$ cat src/rtl/phase_ring_pkg.sv
// phase_ring_pkg: shared types and Johnson-code helpers for phase_ring_gen.
// Helpers work on a max-width code vector; callers pass the live width j.
package phase_ring_pkg;

    typedef enum logic {
        ST_PHASE = 1'b0,
        ST_GAP   = 1'b1
    } state_t;

    localparam int MAX_J  = 16;
    localparam int MAX_N  = 2 * MAX_J;
    localparam int MAX_IW = $clog2(MAX_N);

    typedef logic [MAX_J-1:0] jcode_t;

    function automatic jcode_t jmask(input int j);
        jcode_t m;
        m = '0;
        for (int i = 0; i < MAX_J; i++) begin
            if (i < j) m[i] = 1'b1;
        end
        return m;
    endfunction

    // Forward shifts ~msb in at the bottom; reverse shifts ~lsb in at the top.
    function automatic jcode_t johnson_next(input jcode_t code, input logic dir,
                                            input int j);
        jcode_t r;
        if (!dir) begin
            r    = code << 1;
            r[0] = ~code[j-1];
        end else begin
            r      = code >> 1;
            r[j-1] = ~code[0];
        end
        return r & jmask(j);
    endfunction

    // The single 0/1 boundary position plus the lsb identifies the phase.
    function automatic int johnson_to_idx(input jcode_t code, input int j);
        int b;
        b = 0;
        for (int i = 1; i < MAX_J; i++) begin
            if (i < j && b == 0 && code[i] != code[i-1]) b = i;
        end
        if (b == 0) return code[0] ? j : 0;
        return code[0] ? b : j + b;
    endfunction

    function automatic jcode_t idx_to_johnson(input int idx, input int j);
        jcode_t r;
        r = '0;
        for (int i = 0; i < MAX_J; i++) begin
            if (i < j) r[i] = (idx <= j) ? (i < idx) : (i >= idx - j);
        end
        return r;
    endfunction

    // Legal Johnson codes have at most one adjacent-bit transition.
    function automatic logic johnson_legal(input jcode_t code, input int j);
        int n;
        n = 0;
        for (int i = 1; i < MAX_J; i++) begin
            if (i < j && code[i] != code[i-1]) n++;
        end
        return n <= 1;
    endfunction

endpackage

$ cat src/rtl/phase_johnson_core.sv
// phase_johnson_core: J-bit Johnson register with step/dir/load/clear.
// Exposes current and next decoded index plus a legality flag.
module phase_johnson_core
    import phase_ring_pkg::*;
#(
    parameter int J  = 2,
    parameter int IW = 2
) (
    input  logic          clk_i,
    input  logic          clr_i,
    input  logic          step_i,
    input  logic          dir_i,
    input  logic          load_i,
    input  logic [IW-1:0] load_idx_i,
    output logic [IW-1:0] idx_o,
    output logic [IW-1:0] idx_nxt_o,
    output logic          legal_o
);

    logic [J-1:0] code_q;
    logic [J-1:0] code_d;
    jcode_t       code_w;
    jcode_t       nxt_w;

    // Widen the live code and pick the next code by priority.
    always_comb begin
        code_w        = '0;
        code_w[J-1:0] = code_q;
        legal_o       = johnson_legal(code_w, J);
        nxt_w         = code_w;
        if (!legal_o) begin
            nxt_w = '0;
        end else if (load_i) begin
            nxt_w = idx_to_johnson(int'(load_idx_i), J);
        end else if (step_i) begin
            nxt_w = johnson_next(code_w, dir_i, J);
        end
        code_d    = nxt_w[J-1:0];
        idx_o     = IW'(johnson_to_idx(code_w, J));
        idx_nxt_o = IW'(johnson_to_idx(nxt_w, J));
    end

    // Johnson code register; clear returns to phase 0.
    always_ff @(posedge clk_i) begin
        if (clr_i) begin
            code_q <= '0;
        end else begin
            code_q <= code_d;
        end
    end

endmodule

$ cat src/rtl/phase_ring_gen.sv
// phase_ring_gen: N-phase one-hot strobe generator with hold, dead-time gap,
// direction, load and illegal-code recovery around a Johnson ring.
module phase_ring_gen
    import phase_ring_pkg::*;
#(
    parameter int NUM_PHASES  = 4,
    parameter int HOLD_CYCLES = 1,
    parameter int GAP_CYCLES  = 0
) (
    input  logic                          Phase_Count,
    input  logic                          Clear,
    input  logic                          Enable,
    input  logic                          Dir,
    input  logic                          Load_En,
    input  logic [$clog2(NUM_PHASES)-1:0] Load_Idx,
    output logic [NUM_PHASES-1:0]         Phase,
    output logic [$clog2(NUM_PHASES)-1:0] Phase_Index,
    output logic                          Gap_Active,
    output logic                          Wrap,
    output logic                          Illegal
);

    localparam int J    = NUM_PHASES / 2;
    localparam int IW   = $clog2(NUM_PHASES);
    localparam int CMAX = (HOLD_CYCLES > GAP_CYCLES) ? HOLD_CYCLES : GAP_CYCLES;
    localparam int CW   = (CMAX > 1) ? $clog2(CMAX) : 1;

    state_t                state_q, state_d;
    logic [CW-1:0]         cnt_q, cnt_d;
    logic [NUM_PHASES-1:0] phase_q, phase_d;
    logic                  gap_q, gap_d;
    logic                  wrap_q, wrap_d;
    logic                  ill_q, ill_d;
    logic                  step;
    logic                  load_ok;
    logic                  legal;
    logic [IW-1:0]         idx;
    logic [IW-1:0]         idx_nxt;

    phase_johnson_core #(
        .J  (J),
        .IW (IW)
    ) u_core (
        .clk_i      (Phase_Count),
        .clr_i      (Clear),
        .step_i     (step),
        .dir_i      (Dir),
        .load_i     (load_ok),
        .load_idx_i (Load_Idx),
        .idx_o      (idx),
        .idx_nxt_o  (idx_nxt),
        .legal_o    (legal)
    );

    // State, counter and registered outputs.
    always_ff @(posedge Phase_Count) begin
        if (Clear) begin
            state_q <= ST_PHASE;
            cnt_q   <= '0;
            phase_q <= NUM_PHASES'(1);
            gap_q   <= 1'b0;
            wrap_q  <= 1'b0;
            ill_q   <= 1'b0;
        end else begin
            state_q <= state_d;
            cnt_q   <= cnt_d;
            phase_q <= phase_d;
            gap_q   <= gap_d;
            wrap_q  <= wrap_d;
            ill_q   <= ill_d;
        end
    end

    // Next state: recovery, then load, then enabled hold/gap counting.
    always_comb begin
        state_d = state_q;
        cnt_d   = cnt_q;
        step    = 1'b0;
        load_ok = Load_En && (int'(Load_Idx) < NUM_PHASES);
        if (!legal || load_ok) begin
            state_d = ST_PHASE;
            cnt_d   = '0;
        end else if (Enable) begin
            unique case (state_q)
                ST_PHASE: begin
                    if (cnt_q == CW'(HOLD_CYCLES - 1)) begin
                        cnt_d = '0;
                        if (GAP_CYCLES > 0) state_d = ST_GAP;
                        else                step    = 1'b1;
                    end else begin
                        cnt_d = cnt_q + 1'b1;
                    end
                end
                ST_GAP: begin
                    if (cnt_q == CW'(GAP_CYCLES - 1)) begin
                        cnt_d   = '0;
                        step    = 1'b1;
                        state_d = ST_PHASE;
                    end else begin
                        cnt_d = cnt_q + 1'b1;
                    end
                end
                default: state_d = ST_PHASE;
            endcase
        end
    end

    // Output decode from the state and index that will hold after the edge.
    always_comb begin
        phase_d = '0;
        if (state_d == ST_PHASE) phase_d[idx_nxt] = 1'b1;
        gap_d  = (state_d == ST_GAP);
        ill_d  = !legal;
        wrap_d = legal && !load_ok && step &&
                 (Dir ? (idx == '0) : (idx == IW'(NUM_PHASES - 1)));
    end

    assign Phase       = phase_q;
    assign Phase_Index = idx;
    assign Gap_Active  = gap_q;
    assign Wrap        = wrap_q;
    assign Illegal     = ill_q;

endmodule
$ cat config.mk
export PLATFORM = sky130hd
export DESIGN_NAME = phase_ring_gen
export DESIGN_NICKNAME = d
export VERILOG_FILES = /design/src/rtl/phase_ring_pkg.sv /design/src/rtl/phase_johnson_core.sv /design/src/rtl/phase_ring_gen.sv
export SDC_FILE = /design/constraint.sdc
export NUM_CORES = 1
export LEC_CHECK = 0
export ABC_AREA = 1
export CORE_AREA = 10 10 47 49
export CTS_BUF_LIST = sky130_fd_sc_hd__clkbuf_8
export DETAILED_ROUTE_END_ITERATION = 16
export DIE_AREA = 0 0 57 59
export PLACE_DENSITY = 0.76
export SKIP_LAST_GASP = 1
export SYNTH_ARGS = -nofsm -noshare
export SYNTH_HDL_FRONTEND = slang
export SYNTH_SLANG_ARGS = --single-unit
$ cat constraint.sdc
create_clock -name Phase_Count -period 1.2 [get_ports Phase_Count]
set_clock_uncertainty 0.1 [all_clocks]
set_input_delay 0.18 -clock Phase_Count [delete_from_list [all_inputs] [get_ports Phase_Count]]
set_output_delay 0.18 -clock Phase_Count [all_outputs]
set_load 0.01 [all_outputs]
* Yosys cells after proc, flatten, opt, wreduce, memory -nomap -nowiden
Index checks and enable logic that the tools add are counted. Widths: inputs -> output; s select.
Operators by class: mux-type cells 39, reduce and logical (&&, ||, !) cells 12, shifts and indexed selects 0, add/sub/neg operators 4, divide/modulo/power cells 0, $mul 0, equality and inequality tests 3, bitwise operators 4, $lt $le $gt $ge 8
Operators by type and width (number):
- $logic_not 32->1 | 2
- $ge 1x32->1 const A | 1
- $ge 2x32->1 const A | 1
- $mux 2 | 15
- $mux 1 | 21
- $add 2x1->2 const A | 2
- $logic_and 1x1->1 | 4
- $lt 1x2->1 const A | 2
- $pmux 1 s2 | 2
- $reduce_or 2->1 | 2
- $lt 2x3->1 const B | 1
- $not 1->1 | 3
- $sub 2x2->3 const B | 1
- $and 2x2->2 | 1
- $demux 1 s2 | 1
- $eq 2x2->1 const B | 1
- $ge 2x1->1 const B | 1
- $le 2x2->1 const B | 1
- $logic_not 1->1 | 2
- $logic_not 2->1 | 1
- $ne 1x1->1 | 2
- $add 1x1->1 const B | 1
- $le 1x1->1 const B | 1
- $logic_or 1x1->1 | 1
Word-level totals: memories kept 0, register bits 10, output and inout port bits 9, bits in latches 0, ROM bits 0, RAM bits 0

* Depth between registers and ports, before layout
depth after elaboration 23, gate-level depth with buffers 9, gate-level depth less buffers 9

* By module
From an unflattened synthesis, not the netlist that was laid out.
Second synthesis, totals: cells, all modules 76, area total of the unflattened synthesis 516.7 um^2
By module, submodules not included:
- phase_ring_gen | times used 1, area an instance 317.8 um^2, sequential area each 160.2 um^2, cells an instance 41
- phase_johnson_core | times used 1, area an instance 198.9 um^2, sequential area each 40.0 um^2, cells an instance 35

* Worst setup path after synthesis
Ideal clock, no wire load.
path kind register -> register, start reg, netlist name Gap_Active, end reg phase_q[0], in the netlist Phase[0], library setup time 58 ps, stages on the path, launching flop included 9, path buffers 0, slack -103 ps, arrival 1145 ps, required time 1042 ps, path through dfxtp_1 -> ha_1 -> nand2_2 -> clkinv_1 -> nand3_1 -> nand2_1 -> nand2_2 -> nand3_1 -> nand2_1
RTL lines:
- end signal, assigned | RTL line phase_ring_gen.sv:67 | phase_q <= phase_d;
- end, declared | RTL line phase_ring_gen.sv:30 | logic [NUM_PHASES-1:0] phase_q, phase_d;

* Worst setup path in the final report
start reg u_core.code_q[1], end out Phase_Index[1]
Between the ends: longest elaborated chain between the ends 5, elaborated cells between the ends (all ways) 8, classes of those cells add/sub: 1; eq/ne: 1; mux: 5; reduce/logical: 1
RTL lines:
- start, declared | RTL line phase_johnson_core.sv:20 | logic [J-1:0] code_q;
- start signal, assigned | RTL line phase_johnson_core.sv:48 | code_q <= code_d;
- $ne 1x1->1 * | RTL line phase_ring_pkg.sv:44 | if (i < j && b == 0 && code[i] != code[i-1]) b = i;
- $mux 1 * | RTL line phase_ring_pkg.sv:44
- $add 2x1->2 or $logic_not 32->1 (tied branches)
- $mux 2, or another cell as far along | RTL line phase_ring_pkg.sv:47 | return code[0] ? b : j + b;
- $mux 2 * | RTL line phase_ring_pkg.sv:47
- end, declared | RTL line phase_ring_gen.sv:17 | output logic [$clog2(NUM_PHASES)-1:0] Phase_Index,
Every way passes the cells marked *; elsewhere a longest branch is shown, timed or not.

==> out/qor.txt <==
crit share post-route: 1.19
largest family of logic cells by synthesized area: simple AND/OR/NAND/NOR gates
startpoint of the lowest-slack register-to-register path: cnt_q
worst hold path class: input port to flop
vias in the first global route: 490
Stages on worst setup path: 4
count of unresolved DRC violations after routing: 0
Final Worst Setup Slack: -227 ps
initial antenna violation count: 0
Detailed Route WL: 1.37 mm
Leak: 0.000403 µW
Top delay family on crit path: flip-flops
Data required, critical path: 920 ps
gr busiest metal: met2
min-delay src: Enable
maximum fanout along the worst path: 2
number of DRC violations after detailed-routing iteration 0: 2
Max VDD drop: 0.000757 V
Compound-Gate Fraction of Synth Area: 0.108
residual antenna-violating net count after detailed routing: 0
type of element launching the critical path: flop
arrival time of the worst setup path: 1150 ps
most common library cells after synthesis: sky130_fd_sc_hd__nand2_1 (16), sky130_fd_sc_hd__dfxtp_1 (9), sky130_fd_sc_hd__inv_1 (7)
Clk Latency, worst-skew pair: 230 ps
via/cell ratio: 4.59
endpoints failing setup: 9
filler instances: 127
site row count: 14
worst reg2reg path depth: 8
CTS H-Tree Depth: 1
fraction of layout cells with a size suffix above 1: 0.483
global-route track usage on met2: 0.133
global-route wire length before repair: 2.06 mm
max frequency: 701 MHz
Clock Sink Count: 9
final net count: 100
number of library cell types mapped by synthesis: 20
Die X-Extent: 57 µm
buffers from clock root to sink, at most: 2
I/O pin total: 16
post-synthesis net count: 71
setup repair after global routing missed its margin: true
most numerous cell in the Yosys netlist: sky130_fd_sc_hd__nand2_1
TritonCTS clock tree: yes
end point of the critical path: Phase_Index[1]
#FFs+latches synth: 9
area grow syn2layout: 84.8%
largest net degree at the start of global routing: 6
total power divided by cell area: 1080 mW/mm²
port buffer count: 14
Post-synth EDFFs: 0
Synth Warn #: 0
share of flip-flops with an asynchronous set or reset: 0
average wire per standard cell: 13.0 µm
status: finished with violations
number of buffers added by the clock tree synthesis step: 3
final hold violations: 0
fraction of met3 tracks used by global routing: 0.0365
shortest period the worst path allows: 1430 ps
pins over their slew limit: 0
total gr overflow: 0
Setup Slack @ Placement: -417 ps
flip-flop cell with the highest count after synthesis: sky130_fd_sc_hd__dfxtp_1
average cell area after synthesis: 7.40 µm²
post-synthesis instance area: 452 µm²
sequential share of the synthesized area: 0.399
number of violations of the max-capacitance limit: 0
fraction of synthesized cell area taken by the top area cell type: 0.399
CP endpoint kind: primary output
number of diodes: 0
post-synthesis share of cell area spent on xor and xnor gates: 0.0194
CTS root buffer: sky130_fd_sc_hd__clkbuf_8
Setup Crit Path Kind: flop to primary output
overall die height: 59 µm
routability cong.: 0.772
starting utilization of the core area: 0.322
post-route core utilization: 0.596
top cells by area, synth: sky130_fd_sc_hd__dfxtp_1 (40%), sky130_fd_sc_hd__nand2_1 (13%), sky130_fd_sc_hd__ha_1 (8.3%), sky130_fd_sc_hd__inv_1 (5.8%), sky130_fd_sc_hd__a21oi_2 (5.8%)
multiplexer fraction of the synthesized cell area: 0
slowest cell delay on critical path: 330 ps
cell accounting for the most synthesized area: sky130_fd_sc_hd__dfxtp_1
Worst-path clk slew: 50 ps
detailed-routing iteration count for the pre-antenna-repair pass: 2
Total Routing Usage GR: 0.0772
synthesized-area fraction occupied by and/or/nand/nor cells: 0.283
violations in the final reports: negative setup slack
number of instances in the synthesized netlist: 61
combined buffer and inverter count along the critical path: 2
worst-path cell chain: inv_2 -> ha_4 -> xor2_2 -> buf_2
Die Area: 0.00336 mm²
worst reg2reg setup slack: -170 ps
Core Box Area: 0.00140 mm²
adder-cell share of the synthesized area: 0.0831
startpoint of the most critical setup path: u_core.code_q[1]
capture instance of the worst register-to-register path: Phase[0]
total number of vias: 482
GR Layer Usage met1: 0.0719
Crit-path slowest cell: sky130_fd_sc_hd__dfxtp_2
HPWL after DPL: 884 µm
==> through the flow <==
stage | total power [µW] | cells | hold WS, ps | TNS [ps] | cell area (µm²)
2_1_floorplan | 431 | 61 | 139 | -264 | 487
3_3_place_gp | 532 | 100 | 353 | -2290 | 714
3_5_place_dp | 535 | 100 | 355 | -2490 | 714
4_1_cts | 889 | 104 | 373 | -1070 | 810
5_1_grt | 951 | 105 | 355 | -1600 | 835
6_report | 901 | 105 | 325 | -1160 | 835
==> cells in the final DEF, fill, tap and decap left out, types with 2 or more instances in the layout <==
| cell type | instances |
|---|---|
| sky130_fd_sc_hd__a21oi_2 | 2 |
| sky130_fd_sc_hd__a21oi_4 | 2 |
| sky130_fd_sc_hd__buf_2 | 2 |
| sky130_fd_sc_hd__buf_4 | 9 |
| sky130_fd_sc_hd__buf_6 | 2 |
| sky130_fd_sc_hd__clkbuf_8 | 3 |
| sky130_fd_sc_hd__clkdlybuf4s50_1 | 5 |
| sky130_fd_sc_hd__dfxtp_1 | 5 |
| sky130_fd_sc_hd__dfxtp_2 | 4 |
| sky130_fd_sc_hd__dlygate4sd2_1 | 5 |
| sky130_fd_sc_hd__ha_4 | 2 |
| sky130_fd_sc_hd__inv_1 | 6 |
| sky130_fd_sc_hd__inv_2 | 4 |
| sky130_fd_sc_hd__nand2_1 | 14 |
| sky130_fd_sc_hd__nand2_2 | 3 |
| sky130_fd_sc_hd__nand3_2 | 2 |
| sky130_fd_sc_hd__nor2_1 | 5 |
| sky130_fd_sc_hd__nor3_2 | 2 |
==> tightest hold or removal path, cell delays in order <==
cell	delay, ps
sky130_fd_sc_hd__dlymetal6s2s_1	230
sky130_fd_sc_hd__inv_1	90
sky130_fd_sc_hd__nand2_1	70
sky130_fd_sc_hd__a211oi_1	60
==> worst min-delay path by stage <==
stage	endpoint	slack (ps)	cells after the start
after floorplan	u_core.code_q[0]	140	1
after global placement	cnt_q	350	2
after detailed placement	cnt_q	360	2
after CTS	cnt_q	370	2
after global routing	Wrap	360	4
final	cnt_q	320	4
==> power breakdown <==
part	switching, µW	internal (µW)
Combinational	119	108
Sequential	5.14	317
Clock	129	224
Total	253	648
==> registers in the layout, summed over array words and instances (netlist names) <==
signal	cells
Phase	4
u_core.code_q	2
Gap_Active	1
Wrap	1
cnt_q	1
==> per-layer routing <==
layer	wire length [µm]	share of wire
met2	715	0.52
met3	81	0.059
met1	512	0.37
met4	58	0.042
met5	0	0
==> kinds of logic (layout without fill, tap and decap cells) <==
family                   count (synthesis)  in the layout
adder cells (fa/ha/maj)                  3              3
AND/OR/NAND/NOR                         29             29
XOR/XNOR                                 1              1
flip-flops                               9              9
buffers and inverters                   11             39
other                                    1              1
AO/OA/AOI/OAI                            7              7
==> area by class of cell <==
type                            count  area, µm²  area share
Inverter                           10       42.5      0.0510
Multi-Input combinational cell     41        330       0.396
Clock inverter                      1       3.75     0.00450
Tap cell                           16       20.0      0.0240
Clock buffer                        3       41.3      0.0495
Sequential cell                     9        185       0.222
Timing Repair Buffer               25        211       0.253
==> timing repair <==
item	in CTS	in global routing
hold buffers	0	0
pin swaps	7	4
buffers inserted	0	1
setup endpoints to repair	15	12
cloned	0	0
gates resized for setup	28	7
No activity file was read; power rests on OpenSTA's default activity.
